**src/rtl/cargador_mascara.sv**
```systemverilog
// Loads an N x N convolution mask from memory into the coefficient bank, one word per cycle.
// Reads are issued back to back; each write follows its read by one cycle (memory latency).
//
// state   | meaning
// --------+-----------------------------------------------------------
// REPOSO  | idle, waiting for iniciar
// LECTURA | issuing reads of coefficient indices 0..T-1
// DRENADO | last read in flight, its write is issued; listo follows

module cargador_mascara #(
    parameter int BITS_BUS_DATOS     = 21,
    parameter int BITS_DIRECCION_MEM = 10,
    parameter int BITS_MASCARA       = 3,
    parameter int BITS_INDICE        = 6
) (
    input  logic                          clk,
    input  logic                          reset,
    input  logic                          iniciar,
    input  logic [BITS_DIRECCION_MEM-1:0] direccion_mem_inicio_mascara,
    input  logic [BITS_MASCARA-1:0]       tamano_mascara,
    output logic [BITS_DIRECCION_MEM-1:0] direccion_mem,
    output logic                          lectura_mem,
    input  logic [BITS_BUS_DATOS-1:0]     datos_mem,
    output logic                          escritura_coeficiente,
    output logic [BITS_INDICE-1:0]        indice_coeficiente,
    output logic [BITS_BUS_DATOS-1:0]     coeficiente,
    output logic                          ocupado,
    output logic                          listo
);

    typedef enum logic [1:0] {
        REPOSO  = 2'd0,
        LECTURA = 2'd1,
        DRENADO = 2'd2
    } estado_t;

    estado_t                       estado, estado_sig;
    logic [BITS_DIRECCION_MEM-1:0] direccion_sig;
    logic                          lectura_sig;
    logic                          escritura_sig;
    logic [BITS_INDICE-1:0]        indice_sig;
    logic                          ocupado_sig;
    logic                          listo_sig;
    logic [BITS_INDICE-1:0]        indice_lectura, indice_lectura_sig;
    logic [BITS_INDICE-1:0]        restantes, restantes_sig;
    logic [BITS_INDICE-1:0]        lado;
    logic [BITS_INDICE-1:0]        total_menos_uno;

    // Side length widened before squaring so N*N is never truncated to BITS_MASCARA.
    assign lado            = BITS_INDICE'(tamano_mascara);
    assign total_menos_uno = (lado * lado) - BITS_INDICE'(1);

    assign coeficiente = datos_mem;

    always_comb begin
        estado_sig         = estado;
        direccion_sig      = direccion_mem;
        lectura_sig        = 1'b0;
        escritura_sig      = lectura_mem;
        indice_sig         = lectura_mem ? indice_lectura : indice_coeficiente;
        ocupado_sig        = 1'b0;
        listo_sig          = 1'b0;
        indice_lectura_sig = indice_lectura;
        restantes_sig      = restantes;

        if (iniciar) begin
            // A new request always wins; the write of the abandoned pass is dropped.
            escritura_sig = 1'b0;
            if (tamano_mascara != '0) begin
                estado_sig         = LECTURA;
                direccion_sig      = direccion_mem_inicio_mascara;
                lectura_sig        = 1'b1;
                indice_lectura_sig = '0;
                restantes_sig      = total_menos_uno;
                ocupado_sig        = 1'b1;
            end else begin
                estado_sig = REPOSO;
                listo_sig  = 1'b1;
            end
        end else begin
            unique case (estado)
                REPOSO: begin
                    estado_sig = REPOSO;
                end
                LECTURA: begin
                    ocupado_sig = 1'b1;
                    if (restantes == '0) begin
                        estado_sig = DRENADO;
                    end else begin
                        lectura_sig        = 1'b1;
                        direccion_sig      = direccion_mem + BITS_DIRECCION_MEM'(1);
                        indice_lectura_sig = indice_lectura + BITS_INDICE'(1);
                        restantes_sig      = restantes - BITS_INDICE'(1);
                    end
                end
                DRENADO: begin
                    estado_sig = REPOSO;
                    listo_sig  = 1'b1;
                end
                default: begin
                    estado_sig = REPOSO;
                end
            endcase
        end
    end

    always_ff @(posedge clk) begin
        if (reset) begin
            estado                <= REPOSO;
            direccion_mem         <= '0;
            lectura_mem           <= 1'b0;
            escritura_coeficiente <= 1'b0;
            indice_coeficiente    <= '0;
            ocupado               <= 1'b0;
            listo                 <= 1'b0;
            indice_lectura        <= '0;
            restantes             <= '0;
        end else begin
            estado                <= estado_sig;
            direccion_mem         <= direccion_sig;
            lectura_mem           <= lectura_sig;
            escritura_coeficiente <= escritura_sig;
            indice_coeficiente    <= indice_sig;
            ocupado               <= ocupado_sig;
            listo                 <= listo_sig;
            indice_lectura        <= indice_lectura_sig;
            restantes             <= restantes_sig;
        end
    end

endmodule

```
**config.mk**
```make
export PLATFORM = sky130hd
export DESIGN_NAME = cargador_mascara
export DESIGN_NICKNAME = d
export VERILOG_FILES = /design/src/rtl/cargador_mascara.sv
export SDC_FILE = /design/constraint.sdc
export NUM_CORES = 1
export LEC_CHECK = 0
export CAP_MARGIN = 30
export CORE_MARGIN = 1
export CORE_UTILIZATION = 40
export CTS_BUF_LIST = sky130_fd_sc_hd__clkbuf_8
export CTS_CLUSTER_SIZE = 28
export DETAILED_ROUTE_END_ITERATION = 10
export GPL_ROUTABILITY_DRIVEN = 0
export PLACE_DENSITY = 0.83
export SYNTH_ARGS = -nofsm -noshare
export SYNTH_HDL_FRONTEND = slang
export SYNTH_SLANG_ARGS = --single-unit
```
**constraint.sdc**
```tcl
create_clock -name clk -period 1.65 [get_ports clk]
set_input_delay 0.33 -clock clk [delete_from_list [all_inputs] [get_ports clk]]
set_output_delay 0.33 -clock clk [all_outputs]
set_load 0.01 [all_outputs]
```
### Word level (Yosys, flattened, before mapping)

Cells that the tools add are included.

| operators by class | value |
|---|---|
| reduce and logical (&&, ||, !) cells | 5 |
| $add $sub $neg | 4 |
| eq/ne operators | 5 |
| multipliers | 1 |
| multiplexer cells | 25 |

Operators by type and width:

| kind | number |
|---|---|
| $mux 6 | 8 |
| $mux 10 | 4 |
| $sub 6x1->6 const B | 2 |
| $add 10x1->10 const B | 1 |
| $mux 1 | 10 |
| $add 6x1->6 const B | 1 |
| $logic_not 6->1 | 1 |
| $mul 3x3->6 | 1 |
| $mux 2 | 3 |
| $ne 3x3->1 const B | 1 |
| $reduce_and 3->1 | 1 |
| $reduce_bool 3->1 | 1 |
| $eq 2x1->1 const B | 1 |
| $eq 2x2->1 const B | 1 |
| $ne 2x1->1 const B | 1 |
| $ne 2x2->1 const B | 1 |
| $reduce_bool 2->1 | 1 |
| $reduce_or 2->1 | 1 |

| word-level totals | value |
|---|---|
| logic and storage cells | 49 |
| bits in registers | 34 |

### Longest topological paths before layout

Gate-level depths: netlist of the first run.

| depth | value |
|---|---|
| depth in word-level cells | 4 |
| gate-level depth with buffers | 6 |
| depth with buffers taken out | 6 |

### Least setup slack after synthesis of the first run

Ideal clock, no wire load.

| path | value |
|---|---|
| path kind | input -> register |
| start point | input iniciar |
| end point | register indice_lectura[5] |
| stages | 5 |
| path buffers | 1 |
| data required time | 1.579 ns |
| setup time | 0.071 ns |
| data arrival time | 1.651 ns |
| setup slack | -0.072 ns |
| path through | buf_6 -> or3b_4 -> a21o_4 -> or4_1 -> a21oi_1 |

| between the ends | value |
|---|---|
| longest elaborated chain between the ends | 2 |

Ends and longest elaborated chain:

| element | RTL line | source |
|---|---|---|
| from (decl) | 18 | `input logic iniciar,` |
| $ne 2x1->1 (no source line) (tied with other cells) | - |  |
| $reduce_and 3->1 (no source line) | - |  |
| to (signal assigned) | 126 | `indice_lectura <= indice_lectura_sig;` |
| to (decl) | 44 | `logic [BITS_INDICE-1:0] indice_lectura, indice_lectura_sig;` |

Several ways; a longest one is shown, not always the timed one.
A chain may end at the register's enable or synchronous reset.

### Worst setup path in the final report of the first run

| path | value |
|---|---|
| start point | register direccion_mem[3] |
| end point | output direccion_mem[3] |

RTL lines:

| element | RTL line | source |
|---|---|---|
| from (decl) | 21 | `output logic [BITS_DIRECCION_MEM-1:0] direccion_mem,` |
| from (signal assigned) | 120 | `direccion_mem <= direccion_sig;` |

No word-level cell between the ends.

==> metrics.cfg, run 1 <==
[outcome]
outcome=finished with violations
failing_checks=negative setup slack

[flow_run]
count_of_maximum_capacitance_violations=0

[critical_path]
critical_path_peak_fanout=6
cpLargestDelayFamily=buffers and inverters
timing.critical_path.depth=1
worst-endpoint-required_ns=1.32
critical_path.endpoint_type=output port
rr_startpoint=estado[0]
timing.critical_path.slowest_cell_delay_ns=0.59
timing.critical_path.cells=clkdlybuf4s50_1
worstPathArrival_ns=1.32
r2r_worst_path_depth=4
r2r-end=indice_lectura[5]
rrSetupSlack_ns=0.02
startpoint_type=flip-flop
critical-path-slowest-cell=sky130_fd_sc_hd__clkdlybuf4s50_1
critical_path_buf_inv_count=1
timing_worst_setup_path_type=reg -> out

[cells_and_area]
postLayoutCellArea_um2=2460
areaGrowthSynthToFinish_pct=33.29
post_route_cells_drive_above_1_share=0.2529
antennaDiodeCount=0
num-nets-final=297
fillCellCount=374
post-route-util=0.5611

[yosys]
postSynthNetCount=254
synth_simple_gate_area_frac=0.1932
synth-adder-area-share=0.02712
async_set_reset_flop_share_out_of_synthesis=0
area_fraction_in_compound_gates_after_synthesis=0.2278
synth_cells=213
synth_ff_type=sky130_fd_sc_hd__dfxtp_1
synth_edf_count=0
ys_seq_elements=34
post_synth_xor_area_fraction=0.009492
synth.avg_cell_area_um2=8.664
synth_top_family_by_area=compound AO/OA/AOI/OAI gates
synth_sequential_area_ratio=0.3688
yosysWarningCount=0
synth.mux.area_fraction=0.04881
area_of_the_mapped_netlist_um2=1846
synthDistinctLibCells=47

[cts]
clk_pin_slew_ns=0.07
htree_num_levels=2
cts_tree=yes
max-clock-path-buffers=2
cts_sinks=34
clkLatencyLatePin_ns=0.29
cts_buffers=5
postCtsHoldBufs=0
clock_tree.root_cell=sky130_fd_sc_hd__clkbuf_8

[routing]
route.detailed.wl_per_inst_um=15.50
drcViolationCount=0
met3_routed_length_um=239
top_signal_layer_used=met4
wl_met1_mm=2.138
count_of_vias_placed_by_the_detailed_router=1738
final_antenna_net_count=0
postRouteWirelength_mm=4.790
drt-vias-per-instance=5.625
wl_met2_mm=2.319
detail_route.iter0.violations=153
drt_first_pass_iters=4

[floorplan]
row_count=24
die_h_um=69.93
die_area_um2=4890
initial_utilization=0.4209
placeableCoreArea_um2=4384
pin_count=78
die_x_um=69.93

[sta]
rsz0062_at_grt=true
worst_hold_slack_ns=0.4937
finalClockSkew_ns=0.008827
worstMarginPinSlew_ns=0.4619
setup_viol=1
timing.slew.headroom=0.6913
final_max_slew_viol_count=0
final_min_period_over_clock_period=1.002
final_critical_path_setup_slack_ns=-0.002743
hold_violations=0
achievable-frequency_mhz=605.1
finalWorstPathRequiredPeriod_ns=1.653

[placed_design]
placement.setup.worst_slack_ns=-0.4105
dp_hpwl_mm=3.410
numPortBuffers=35
postPlaceCellArea_um2=2278

[global_routing]
grt_antenna_before_repair=0
track_usage=0.2054
grt.overflow.total=0
grt_start_max_net_pins=19
first_global_vias=1643
grt_pass1_wl_mm=7.990

[power]
peakVddDrop_uv=300.6
power-per-cell-area_nw_per_um2=809.2
p_leak_nw=0.9434

[hold_path]
worstHoldEndpoint=indice_coeficiente[4]
hold_start=indice_coeficiente[4]
timing.hold.worst_path_depth=2
worst_hold_path_type=reg -> reg

[layout by cell type, fill, tap and decap left out, types with 5 or more instances in the layout]
cell                              instances
sky130_fd_sc_hd__dfxtp_1                 24
sky130_fd_sc_hd__a22o_1                   5
sky130_fd_sc_hd__inv_1                    7
sky130_fd_sc_hd__nand2_1                 15
sky130_fd_sc_hd__mux2i_1                  9
sky130_fd_sc_hd__a21oi_1                 13
sky130_fd_sc_hd__nor3_1                   5
sky130_fd_sc_hd__nand3_1                  7
sky130_fd_sc_hd__dfxtp_2                 10
sky130_fd_sc_hd__clkdlybuf4s50_1         34
sky130_fd_sc_hd__o22ai_1                  6
sky130_fd_sc_hd__o2bb2ai_1                6
sky130_fd_sc_hd__buf_4                   31
sky130_fd_sc_hd__clkbuf_8                 6
sky130_fd_sc_hd__nor2_1                  17
[registers in the layout (all words and copies together), names as in the netlist]
| register | cells |
|---|---|
| indice_lectura | 6 |
| ocupado | 1 |
| escritura_coeficiente | 1 |
| direccion_mem | 10 |
| estado | 2 |
| lectura_mem | 1 |
| restantes | 6 |
| indice_coeficiente | 6 |
| listo | 1 |
[worst max path at each step]
| stage | from | endpoint | slack [ns] |
|---|---|---|---|
| finish | direccion_mem[3] | direccion_mem[3] | -0.003 |
| global route | direccion_mem[3] | direccion_mem[3] | -0.06 |
| CTS | restantes[3] | direccion_mem[9] | 0.002 |
| detailed placement | iniciar | indice_lectura[5] | -0.41 |
| global placement | iniciar | indice_lectura[5] | -0.39 |
| floorplan | iniciar | indice_lectura[5] | -0.04 |
[power by group]
group	switching, mW	internal (mW)	total (mW)
clock network	0.291	0.330	0.621
registers	0.0471	0.865	0.912
logic	0.218	0.239	0.458
total	0.556	1.43	1.99
[through the flow]
stage               std cells  power [mW]   TNS (ns)
finish                    309       1.990  -0.002743
global route              309       2.090    -0.1141
CTS                       308       1.959          0
detailed placement        299       1.342     -7.793
global placement          299       1.334     -6.819
floorplan                 213       1.191   -0.04429
[final cells by class]
type                            count  area, um^2  area share
Multi-Input combinational cell    141       998.5      0.4059
Sequential cell                    34       693.2      0.2818
Timing Repair Buffer               66       581.8      0.2365
Clock buffer                        6       82.58     0.03357
Tap cell                           52       65.06     0.02645
Inverter                            8       30.03     0.01221
Clock inverter                      2       8.758    0.003561
[per-layer routing]
layer | GRT usage | up-vias
met2 | 0.3152 | 56
met1 | 0.2708 | 818
li1 | - | 854
met4 | 0.08444 | 0
met3 | 0.05772 | 10
met5 | 0 | -
[cell usage after synthesis (5+ instances only)]
cell type	count	area, um^2
sky130_fd_sc_hd__mux2i_1	9	90.09
sky130_fd_sc_hd__o22ai_1	6	37.54
sky130_fd_sc_hd__a21oi_1	14	70.07
sky130_fd_sc_hd__nand2_1	15	56.30
sky130_fd_sc_hd__inv_1	7	26.28
sky130_fd_sc_hd__nand3_1	7	35.03
sky130_fd_sc_hd__o2bb2ai_1	6	52.55
sky130_fd_sc_hd__nor3_1	5	25.02
sky130_fd_sc_hd__buf_4	21	157.7
sky130_fd_sc_hd__clkbuf_1	7	26.28
sky130_fd_sc_hd__nor2_1	18	67.56
sky130_fd_sc_hd__dfxtp_1	34	680.7
sky130_fd_sc_hd__a22o_1	5	43.79
[what timing repair did]
action / CTS / global route
endpoints found under the hold margin: 0 / 0
resized for setup: 5 / 20
endpoints found under the setup margin: 18 / 24
pin swaps: 2 / 2
setup buffers: 1 / 1
[cell families after synthesis]
group	count (synthesis)
DFF	34
muxes	9
and+or+nand+nor	69
xor gates and xnor gates	2
AOI/OAI and AO/OA	57
buffers and inverters	38
adders and majority gates	4
(Power assumes the default switching activity.)
==> run 2, diff against run 1 <==
--- a/config.mk
+++ b/config.mk
@@ -6,6 +6,7 @@
 export NUM_CORES = 1
 export LEC_CHECK = 0
 export CAP_MARGIN = 30
+export CORE_ASPECT_RATIO = 1.25
 export CORE_MARGIN = 1
 export CORE_UTILIZATION = 40
 export CTS_BUF_LIST = sky130_fd_sc_hd__clkbuf_8
==> run 2 against run 1 <==
Effect of this change:
- critical path type is now in -> reg
- global-route usage decreased by 0.62 points
- sequential power hardly changed
- design area increased by 3.0%
- the run now ends clean
- core utilization grew 1.1 points
- via count rose by 4.2%
- setup slack better by 0.036 ns
- largest cell class unchanged
- routed wire length up 2.1%
- clock power is 51% higher
- count of clock-buffer cells in the layout decreased by 1
- clock skew grew 0.0013 ns
- total power up 17%
==> metrics.cfg, run 2 (synthesis results as in run 1) <==
[critical_path]
critical_path.endpoint_type=flip-flop
critical-path-slowest-cell=sky130_fd_sc_hd__clkdlybuf4s50_1
rrSetupSlack_ns=0.04  ; +0.02 ns
rr_startpoint=restantes[2]
cpLargestDelayFamily=buffers and inverters
crit_path_start=tamano_mascara[2]
timing.critical_path.slowest_cell_delay_ns=0.49  ; -0.10 ns
r2r_worst_path_depth=6  ; +2
startpoint_type=input pin
timing.critical_path.depth=5  ; +4
r2r-end=restantes[1]
critical_path_peak_fanout=5  ; -1
worstPathArrival_ns=1.85  ; +0.53 ns
timing_worst_setup_path_type=in -> reg
timing.critical_path.to=indice_lectura[2]
critical_path_buf_inv_count=2  ; +1
timing.critical_path.cells=clkdlybuf4s50_1, o31a_1, buf_4, or3_1, mux2i_1
worst-endpoint-required_ns=1.89  ; +0.57 ns

[cells_and_area]
fillCellCount=393  ; +5.1%
final_cells=318  ; +2.9%
areaGrowthSynthToFinish_pct=37.22
num-nets-final=300  ; +1.0%
commonest_non_fill_non_tap_cells_in_the_layout=34 x sky130_fd_sc_hd__clkdlybuf4s50_1, 34 x sky130_fd_sc_hd__buf_4, 25 x sky130_fd_sc_hd__dfxtp_1
postLayoutCellArea_um2=2532  ; +3.0%
largest_reg_flops=10  ; unchanged
antennaDiodeCount=0  ; unchanged
post-route-util=0.5722  ; +0.01116
footprint_of_the_multi_input_gates_um2=996.0  ; -0.25%
layout.area.seq_um2=691.9  ; -0.18%
registers.top_by_ff_count=direccion_mem
post_route_cells_drive_above_1_share=0.2538  ; +0.0009279

[global_routing]
grt_antenna_before_repair=0  ; unchanged
grt_start_max_net_pins=26  ; +7
grt.overflow.total=0  ; unchanged
grt_pass1_wl_mm=7.652  ; -4.2%
track_usage=0.1992  ; -0.006174
first_global_vias=1695  ; +3.2%

[floorplan]
pin_count=78  ; unchanged
row_count=27  ; +13%
die_area_um2=4891  ; about the same
die_x_um=62.76  ; -10%
die_h_um=77.94  ; +11%
initial_utilization=0.4170  ; -0.003927
placeableCoreArea_um2=4425  ; +0.94%

[power]
sw_frac_of_total=0.2622  ; -0.01708
comb_power_share=0.203  ; -0.027
switching_power_mw=0.6093  ; +9.6%
peakVddDrop_uv=634.7  ; +110%
share_seq_of_total_power=0.393  ; -0.065
power-per-cell-area_nw_per_um2=917.7  ; +13%
clock_power_share=0.404  ; +0.092
p_leak_nw=0.9734  ; +3.2%
internal_dissipation_mw=1.715  ; +20%
fin_total_pwr_mw=2.324  ; +17%

[routing]
drt_first_pass_iters=4  ; unchanged
count_of_vias_placed_by_the_detailed_router=1811  ; +4.2%
drt-vias-per-instance=5.695  ; +1.3%
postRouteWirelength_mm=4.892  ; +2.1%
final_antenna_net_count=0  ; unchanged
route.detailed.wl_per_inst_um=15.38  ; -0.76%
drcViolationCount=0  ; unchanged
detail_route.iter0.violations=91  ; -41%

[sta]
setup_viol=0  ; -1
final_min_period_over_clock_period=0.9798  ; -0.02186
worst_hold_slack_ns=0.4870  ; -0.006677 ns
achievable-frequency_mhz=618.6  ; +2.2%
finalClockSkew_ns=0.01016  ; +0.001333 ns
finalWorstPathRequiredPeriod_ns=1.617  ; -0.03607 ns
hold_violations=0  ; unchanged
final_max_slew_viol_count=0  ; unchanged
rsz0062_at_grt=true
timing.slew.headroom=0.7617  ; +0.07039
worstMarginPinSlew_ns=0.3562  ; -0.1057 ns
tns_ns=0  ; +0.002743 ns
final_critical_path_setup_slack_ns=0.03333  ; +0.03607 ns

[cts]
clock_tree.root_cell=sky130_fd_sc_hd__clkbuf_8
max-clock-path-buffers=2  ; unchanged
clk_pin_slew_ns=0.08  ; about the same
htree_num_levels=2  ; unchanged
cts_buffers=5  ; unchanged
clkLatencyLatePin_ns=0.30  ; about the same
cts_sinks=34  ; unchanged
cts_tree=yes

[placed_design]
postPlaceCellArea_um2=2308  ; +1.3%
numPortBuffers=35  ; unchanged
placement.setup.worst_slack_ns=-0.4575  ; -0.04701 ns
place.detailed.instances=308  ; +3.0%
dp_hpwl_mm=3.369  ; -1.2%

[outcome]
outcome=finished, final reports clean

[flow_run]
count_of_maximum_capacitance_violations=0  ; unchanged

[hold_path]
worst_hold_path_type=reg -> reg

==> run 2: cell count changes in the layout (fill, tap and decap cells not counted), sizes merged <==
cell    change
inv         -1
clkbuf      -1
buf         +3
bufinv      +2
==> run 2: layout make-up <==
type,count,share of cell area
Inverter,8,0.01186
Clock buffer,5,0.02717
Sequential cell,34,0.2732
Clock inverter,3,0.02717
Tap cell,58,0.02866
Timing Repair Buffer,69,0.2386
Multi-Input combinational cell,141,0.3933
==> run 2: repair_timing <==
action / CTS / global route
resized for setup: 6 / 17
endpoints found under the hold margin: 0 / 0
endpoints found under the setup margin: 23 / 17
setup buffers: 0 / 2
pin swaps: 1 / 4
hold buffers: 0 / 0
==> run 2: metal layers <==
metal | track usage | wire [um]
met5 | 0 | 0
met4 | 0.09302 | 79
met3 | 0.04559 | 247
met2 | 0.3576 | 2544
met1 | 0.2188 | 2022
==> run 2: worst min-delay path: cells and delay by family, from the launching register on <==
kind | cells | cell delay, ns
AO/OA/AOI/OAI | 2 | 0.13
flip-flops | 1 | 0.32
==> run 2: power by group through the flow <==
stage	Combinational (mW)	Sequential, mW	Clock [mW]
4_1_cts	0.432	0.905	0.952
3_5_place_dp	0.423	0.923	0
5_1_grt	0.501	0.920	0.993
2_1_floorplan	0.264	0.927	0
6_report	0.472	0.914	0.938
3_3_place_gp	0.414	0.921	0
==> run 2: how the worst min path moves through the flow <==
stage                            from                end  slack [ns]  cells after the start
CTS                 indice_lectura[5]  indice_lectura[5]        0.49                      2
global route        indice_lectura[5]  indice_lectura[5]        0.53                      2
finish              indice_lectura[5]  indice_lectura[5]        0.49                      2
global placement    indice_lectura[5]  indice_lectura[5]        0.47                      2
floorplan           indice_lectura[5]  indice_lectura[5]        0.46                      2
detailed placement  indice_lectura[5]  indice_lectura[5]        0.48                      2
